### src/rtl/fetch_pkg.sv
// Shared types and constants for the instruction-fetch front end.
// Perf counters are built only with `FETCH_PERF_EN defined.
package fetch_pkg;

    localparam int XLEN        = 32;
    localparam int INSTR_BYTES = 4;

    localparam logic [5:0] OPC_BEQ = 6'b000100;

    typedef struct packed {
        logic [XLEN-1:0] pc;
        logic [XLEN-1:0] instr;
    } fetch_entry_t;

    function automatic logic [31:0] sat_inc(input logic [31:0] v);
        return (v == 32'hFFFF_FFFF) ? v : v + 32'd1;
    endfunction

endpackage

### src/rtl/fetch_queue.sv
// Small power-of-two FIFO of fetch entries with synchronous flush.
// Head is read straight from storage so outputs are register-driven.
module fetch_queue
    import fetch_pkg::*;
#(
    parameter int DEPTH = 2
) (
    input  logic                   clk,
    input  logic                   rst_n,
    input  logic                   push_i,
    input  fetch_entry_t           entry_i,
    input  logic                   pop_i,
    input  logic                   flush_i,
    output fetch_entry_t           head_o,
    output logic                   empty_o,
    output logic [$clog2(DEPTH):0] count_o
);

    localparam int AW = $clog2(DEPTH);
    localparam int CW = AW + 1;

    fetch_entry_t  mem_q [DEPTH];
    logic [AW-1:0] wptr_q, wptr_d;
    logic [AW-1:0] rptr_q, rptr_d;
    logic [CW-1:0] cnt_q, cnt_d;

    always_comb begin
        wptr_d = wptr_q;
        rptr_d = rptr_q;
        cnt_d  = cnt_q;
        if (flush_i) begin
            wptr_d = '0;
            rptr_d = '0;
            cnt_d  = '0;
        end else begin
            if (push_i) wptr_d = wptr_q + AW'(1);
            if (pop_i)  rptr_d = rptr_q + AW'(1);
            unique case ({push_i, pop_i})
                2'b10:   cnt_d = cnt_q + CW'(1);
                2'b01:   cnt_d = cnt_q - CW'(1);
                default: cnt_d = cnt_q;
            endcase
        end
    end

    always_ff @(posedge clk or negedge rst_n) begin
        if (!rst_n) begin
            wptr_q <= '0;
            rptr_q <= '0;
            cnt_q  <= '0;
            for (int i = 0; i < DEPTH; i++) mem_q[i] <= '0;
        end else begin
            wptr_q <= wptr_d;
            rptr_q <= rptr_d;
            cnt_q  <= cnt_d;
            if (push_i && !flush_i) mem_q[wptr_q] <= entry_i;
        end
    end

    assign head_o  = mem_q[rptr_q];
    assign empty_o = (cnt_q == '0);
    assign count_o = cnt_q;

endmodule

### src/rtl/fetch_prefetch_unit.sv
// Fetch front end: PC, imem drive, prefetch queue, valid/ready to decode.
// `FETCH_PERF_EN adds saturating fetch/stall/flush counters.
module fetch_prefetch_unit
    import fetch_pkg::*;
#(
    parameter int          DEPTH    = 2,
    parameter logic [31:0] RESET_PC = 32'h0
) (
    input  logic        clk,
    input  logic        rst_n,
    input  logic        fetch_en,
    output logic [31:0] imem_addr,
    input  logic [31:0] imem_rdata,
    input  logic        redirect_valid,
    input  logic [31:0] redirect_pc,
    output logic        out_valid,
    input  logic        out_ready,
    output logic [31:0] out_instr,
    output logic [31:0] out_pc,
    output logic [31:0] out_pc_plus4
`ifdef FETCH_PERF_EN
    ,
    output logic [31:0] perf_fetch_cnt,
    output logic [31:0] perf_stall_cnt,
    output logic [31:0] perf_flush_cnt
`endif
);

    localparam int CW = $clog2(DEPTH) + 1;

    logic [31:0]   pc_q, pc_d;
    logic          push, pop, empty;
    logic [CW-1:0] count;
    fetch_entry_t  head, entry;

    assign pop   = out_valid & out_ready;
    assign push  = fetch_en & ~redirect_valid
                 & ((count < CW'(DEPTH)) | pop);
    assign entry = '{pc: pc_q, instr: imem_rdata};

    // Redirect beats any sequential advance.
    always_comb begin
        pc_d = pc_q;
        unique case (1'b1)
            redirect_valid: pc_d = {redirect_pc[31:2], 2'b00};
            push:           pc_d = pc_q + 32'(INSTR_BYTES);
            default:        pc_d = pc_q;
        endcase
    end

    always_ff @(posedge clk or negedge rst_n) begin
        if (!rst_n) pc_q <= RESET_PC;
        else        pc_q <= pc_d;
    end

    fetch_queue #(
        .DEPTH (DEPTH)
    ) u_queue (
        .clk     (clk),
        .rst_n   (rst_n),
        .push_i  (push),
        .entry_i (entry),
        .pop_i   (pop),
        .flush_i (redirect_valid),
        .head_o  (head),
        .empty_o (empty),
        .count_o (count)
    );

    assign imem_addr    = pc_q;
    assign out_valid    = ~empty;
    assign out_pc       = head.pc;
    assign out_instr    = head.instr;
    assign out_pc_plus4 = head.pc + 32'(INSTR_BYTES);

`ifdef FETCH_PERF_EN
    logic [31:0] fetch_cnt_q, stall_cnt_q, flush_cnt_q;

    always_ff @(posedge clk or negedge rst_n) begin
        if (!rst_n) begin
            fetch_cnt_q <= '0;
            stall_cnt_q <= '0;
            flush_cnt_q <= '0;
        end else begin
            if (push)
                fetch_cnt_q <= sat_inc(fetch_cnt_q);
            if (out_valid && !out_ready)
                stall_cnt_q <= sat_inc(stall_cnt_q);
            if (redirect_valid)
                flush_cnt_q <= sat_inc(flush_cnt_q);
        end
    end

    assign perf_fetch_cnt = fetch_cnt_q;
    assign perf_stall_cnt = stall_cnt_q;
    assign perf_flush_cnt = flush_cnt_q;
`endif

endmodule

### config.mk
export PLATFORM = sky130hd
export DESIGN_NAME = fetch_prefetch_unit
export DESIGN_NICKNAME = d
export VERILOG_FILES = /design/src/rtl/fetch_pkg.sv /design/src/rtl/fetch_queue.sv /design/src/rtl/fetch_prefetch_unit.sv
export SDC_FILE = /design/constraint.sdc
export NUM_CORES = 1
export LEC_CHECK = 0
export BUFFER_PORTS_ARGS = -buffer_cell sky130_fd_sc_hd__buf_2
export CAP_MARGIN = 20
export CORE_UTILIZATION = 30
export DETAILED_ROUTE_END_ITERATION = 12
export PLACE_DENSITY_LB_ADDON = 0.2
export SKIP_CTS_REPAIR_TIMING = 1
export SYNTH_ARGS = -nofsm -noshare
export SYNTH_HDL_FRONTEND = slang
export SYNTH_SLANG_ARGS = --single-unit
### constraint.sdc
create_clock -name clk -period 3.9 [get_ports clk]
set_clock_uncertainty 0.1 [all_clocks]
set_input_delay 0.78 -clock clk [delete_from_list [all_inputs] [get_ports clk]]
set_output_delay 0.78 -clock clk [all_outputs]
set_load 0.02 [all_outputs]
==> flow_summary.toml <==
[outcome]
status = "complete, no violations"

[final_layout]
mostFrequentLayoutCell = "buf_2"
seqCellArea_um2 = 3958
final_core_utilization_pct = 38.45
n_fill_cell = 2590
final_cell_mix = "buf_2 (188), mux2_2 (174), dfrtp_1 (157), nand2_1 (53), o21ai_0 (26)"
nets = 937
multi_input_area_um2 = 3835
drive_gt1_share_pct = 47.78
area_delta_synth_final_pct = 25.44

[critical_path]
crit_type = "flop to output port"
critPathCaptureType = "output port"
crit_path_start_kind = "flop"
r2r_end = "imem_addr[31]"
cp_slowest_cell = "dfrtp_4"
crit_fanout = 13
crit_path_max_incr_delay_ps = 570
reg2reg_slack_ps = 1500
ff2ff_path_depth = 5
worstPathCellList = "nand4b_1, a222oi_1, buf_4, nand4_4, nor4_4, xor2_1, buf_2"
critPathRequiredTime_ps = 3020
cp.arrival_ps = 2830
r2r-start = "imem_addr[5]"

[synth]
synth_edf_count = 0
yosys_most_used_dff = "dfrtp_1"
ys_seq_area_share_pct = 49.49
synthesis.area_um2 = 7989
synth_cell_types = 45
yosys_warnings = 0
synth_area_leaders = "dfrtp_1 (49%), mux2_2 (25%), xor2_1 (2.7%)"
async_reset_ff_share_pct = 100.0
synth_top_area_share_pct = 49.49
yosysTopAreaCell = "dfrtp_1"
synth_cells = 677
ys_ff_latch = 158
postSynthAreaPerCell_um2 = 11.80

[route]
routed.top_layer = "met5"
met1_length_um = 9276
wirelength_um = 20460
wl_met3_um = 1448
routed_via_density = 4.814
vias = 5849
dr.first_iter.drc_count = 305
route.met2.wl_um = 9493
wire_per_inst_um = 16.84
drc = 0
ant_nets = 0
dr.pass1.iters = 4

[clock_network]
clkSlewWorstSetupHoldPaths_ps = 70
cts_num_sinks = 158
htreeDepth = 4
cts_root_buffer = "clkbuf_16"
cts_buffer_depth = 2
cts_tree = "done"
worstSkewPairLatency_ps = 430
cts_made_buffers = 17

[grt]
antenna_found_initial = 4
grt_max_degree = 76
grtUsageTotal_pct = 15.45
grt_pass1_wl_um = 31910
grt.overflow.total = 0
grt_pass1_vias = 5669

[sta]
period_minus_slack_ps = 3706
maxSlewHeadroom_pct = 38.33
hold_violations = 0
fmax_mhz = 269.8
finalSetupViolCount = 0
timing.final.max_slew_violations = 0
rsz0062_at_grt = "false"
setup_slack_ps = 193.6
finalSetupTns_ps = 0
worst_pin_slew_ps = 922.3
period_share_pct = 95.04

[place]
portBuffers = 189
dp_hpwl_um = 14590
pre_cts_ws_ps = 412.0
place_congestion = 0.7214

[power]
finalPower_uw = 5880
p_leak_uw = 0.004484
power.density_nw_per_um2 = 586.8
peakVddDrop_v = 0.0003400

[floorplan]
num_io_pins = 198
rows = 59
core-area_um2 = 26060
dieArea_um2 = 27290
die_x_um = 165.2
die_y_um = 165.2
start_util_pct = 30.66

[run]
drv_cap = 0

[worst_hold_path]
hold_class = "primary input to asynchronous set/reset pin"
[power by group]
part           internal [µW]  switching (µW)
clock                    987             747
sequential              2050             313
combinational            815             965
total                   3860            2030
[synth_stat cells, types with 6 or more instances]
master and instances:
and4_1 7, buf_2 8, nor3_1 12, nor2_1 18, inv_1 20, dfrtp_1 158
nand3_1 20, nand4_1 16, and2_1 9, mux2_2 174, nand2_1 53, xnor2_1 22
clkbuf_1 18, xor2_1 25, mux2i_1 10, o21ai_0 26, buf_4 6
[worst max-delay path by stage]
stage | from | to | cells past startpoint
after global placement | u_queue.rptr_q | out_pc_plus4[31] | 7
after detailed placement | u_queue.rptr_q | out_pc_plus4[31] | 7
after global routing | u_queue.rptr_q | out_pc_plus4[31] | 7
after floorplan | u_queue.rptr_q | out_pc_plus4[28] | 12
final | u_queue.rptr_q | out_pc_plus4[31] | 7
after CTS | u_queue.rptr_q | out_pc_plus4[31] | 7
[area by class of cell]
class / count / share of cell area [%]
Clock buffer: 18 / 4.383
Clock inverter: 14 / 1.723
Multi-Input combinational cell: 466 / 38.27
Timing Repair Buffer: 203 / 11.17
Inverter: 20 / 0.7492
Antenna cell: 1 / 0.02497
Tap cell: 335 / 4.183
Sequential cell: 158 / 39.49
[per-layer routing]
metal,track usage [%],vias to the layer above
met1,20.34,2880
met5,0,-
met4,4.128,6
li1,-,2801
met3,5.345,19
met2,23.98,143
[metrics by stage]
step                area (µm²)  hold WS (ps)  instances
finish                   10020         283.3       1215
CTS                       9990         299.0       1214
global placement          9378         381.1       1182
floorplan                 8016         373.7        682
global route             10020         324.0       1214
detailed placement        9378         387.6       1182
[worst max-delay path: cells and delay by family, from the launching register on]
| kind | cells | cell delay, ps |
|---|---|---|
| DFF | 1 | 570 |
| buffers and inverters | 2 | 400 |
| and+or+nand+nor | 3 | 830 |
| AOI/OAI and AO/OA | 1 | 430 |
| xor gates and xnor gates | 1 | 160 |
[registers in the layout, indices dropped and copies added, names as in the netlist]
name / flops
u_queue.count_o: 2
imem_addr: 30
u_queue.wptr_q: 1
u_queue.rptr_q: 1
u_queue.mem_q: 124
[kinds of logic after synthesis]
group                      count (synthesis)  share of synthesized area [%]
muxes                                    184                          25.78
adders and majority gates                  2                         0.3132
buffers and inverters                     58                          3.226
xor gates and xnor gates                  47                          5.153
and+or+nand+nor                          162                          10.65
AOI/OAI and AO/OA                         65                          5.340
DFF                                      158                          49.49
other                                      1                        0.04694
(Power assumes the default switching activity.)
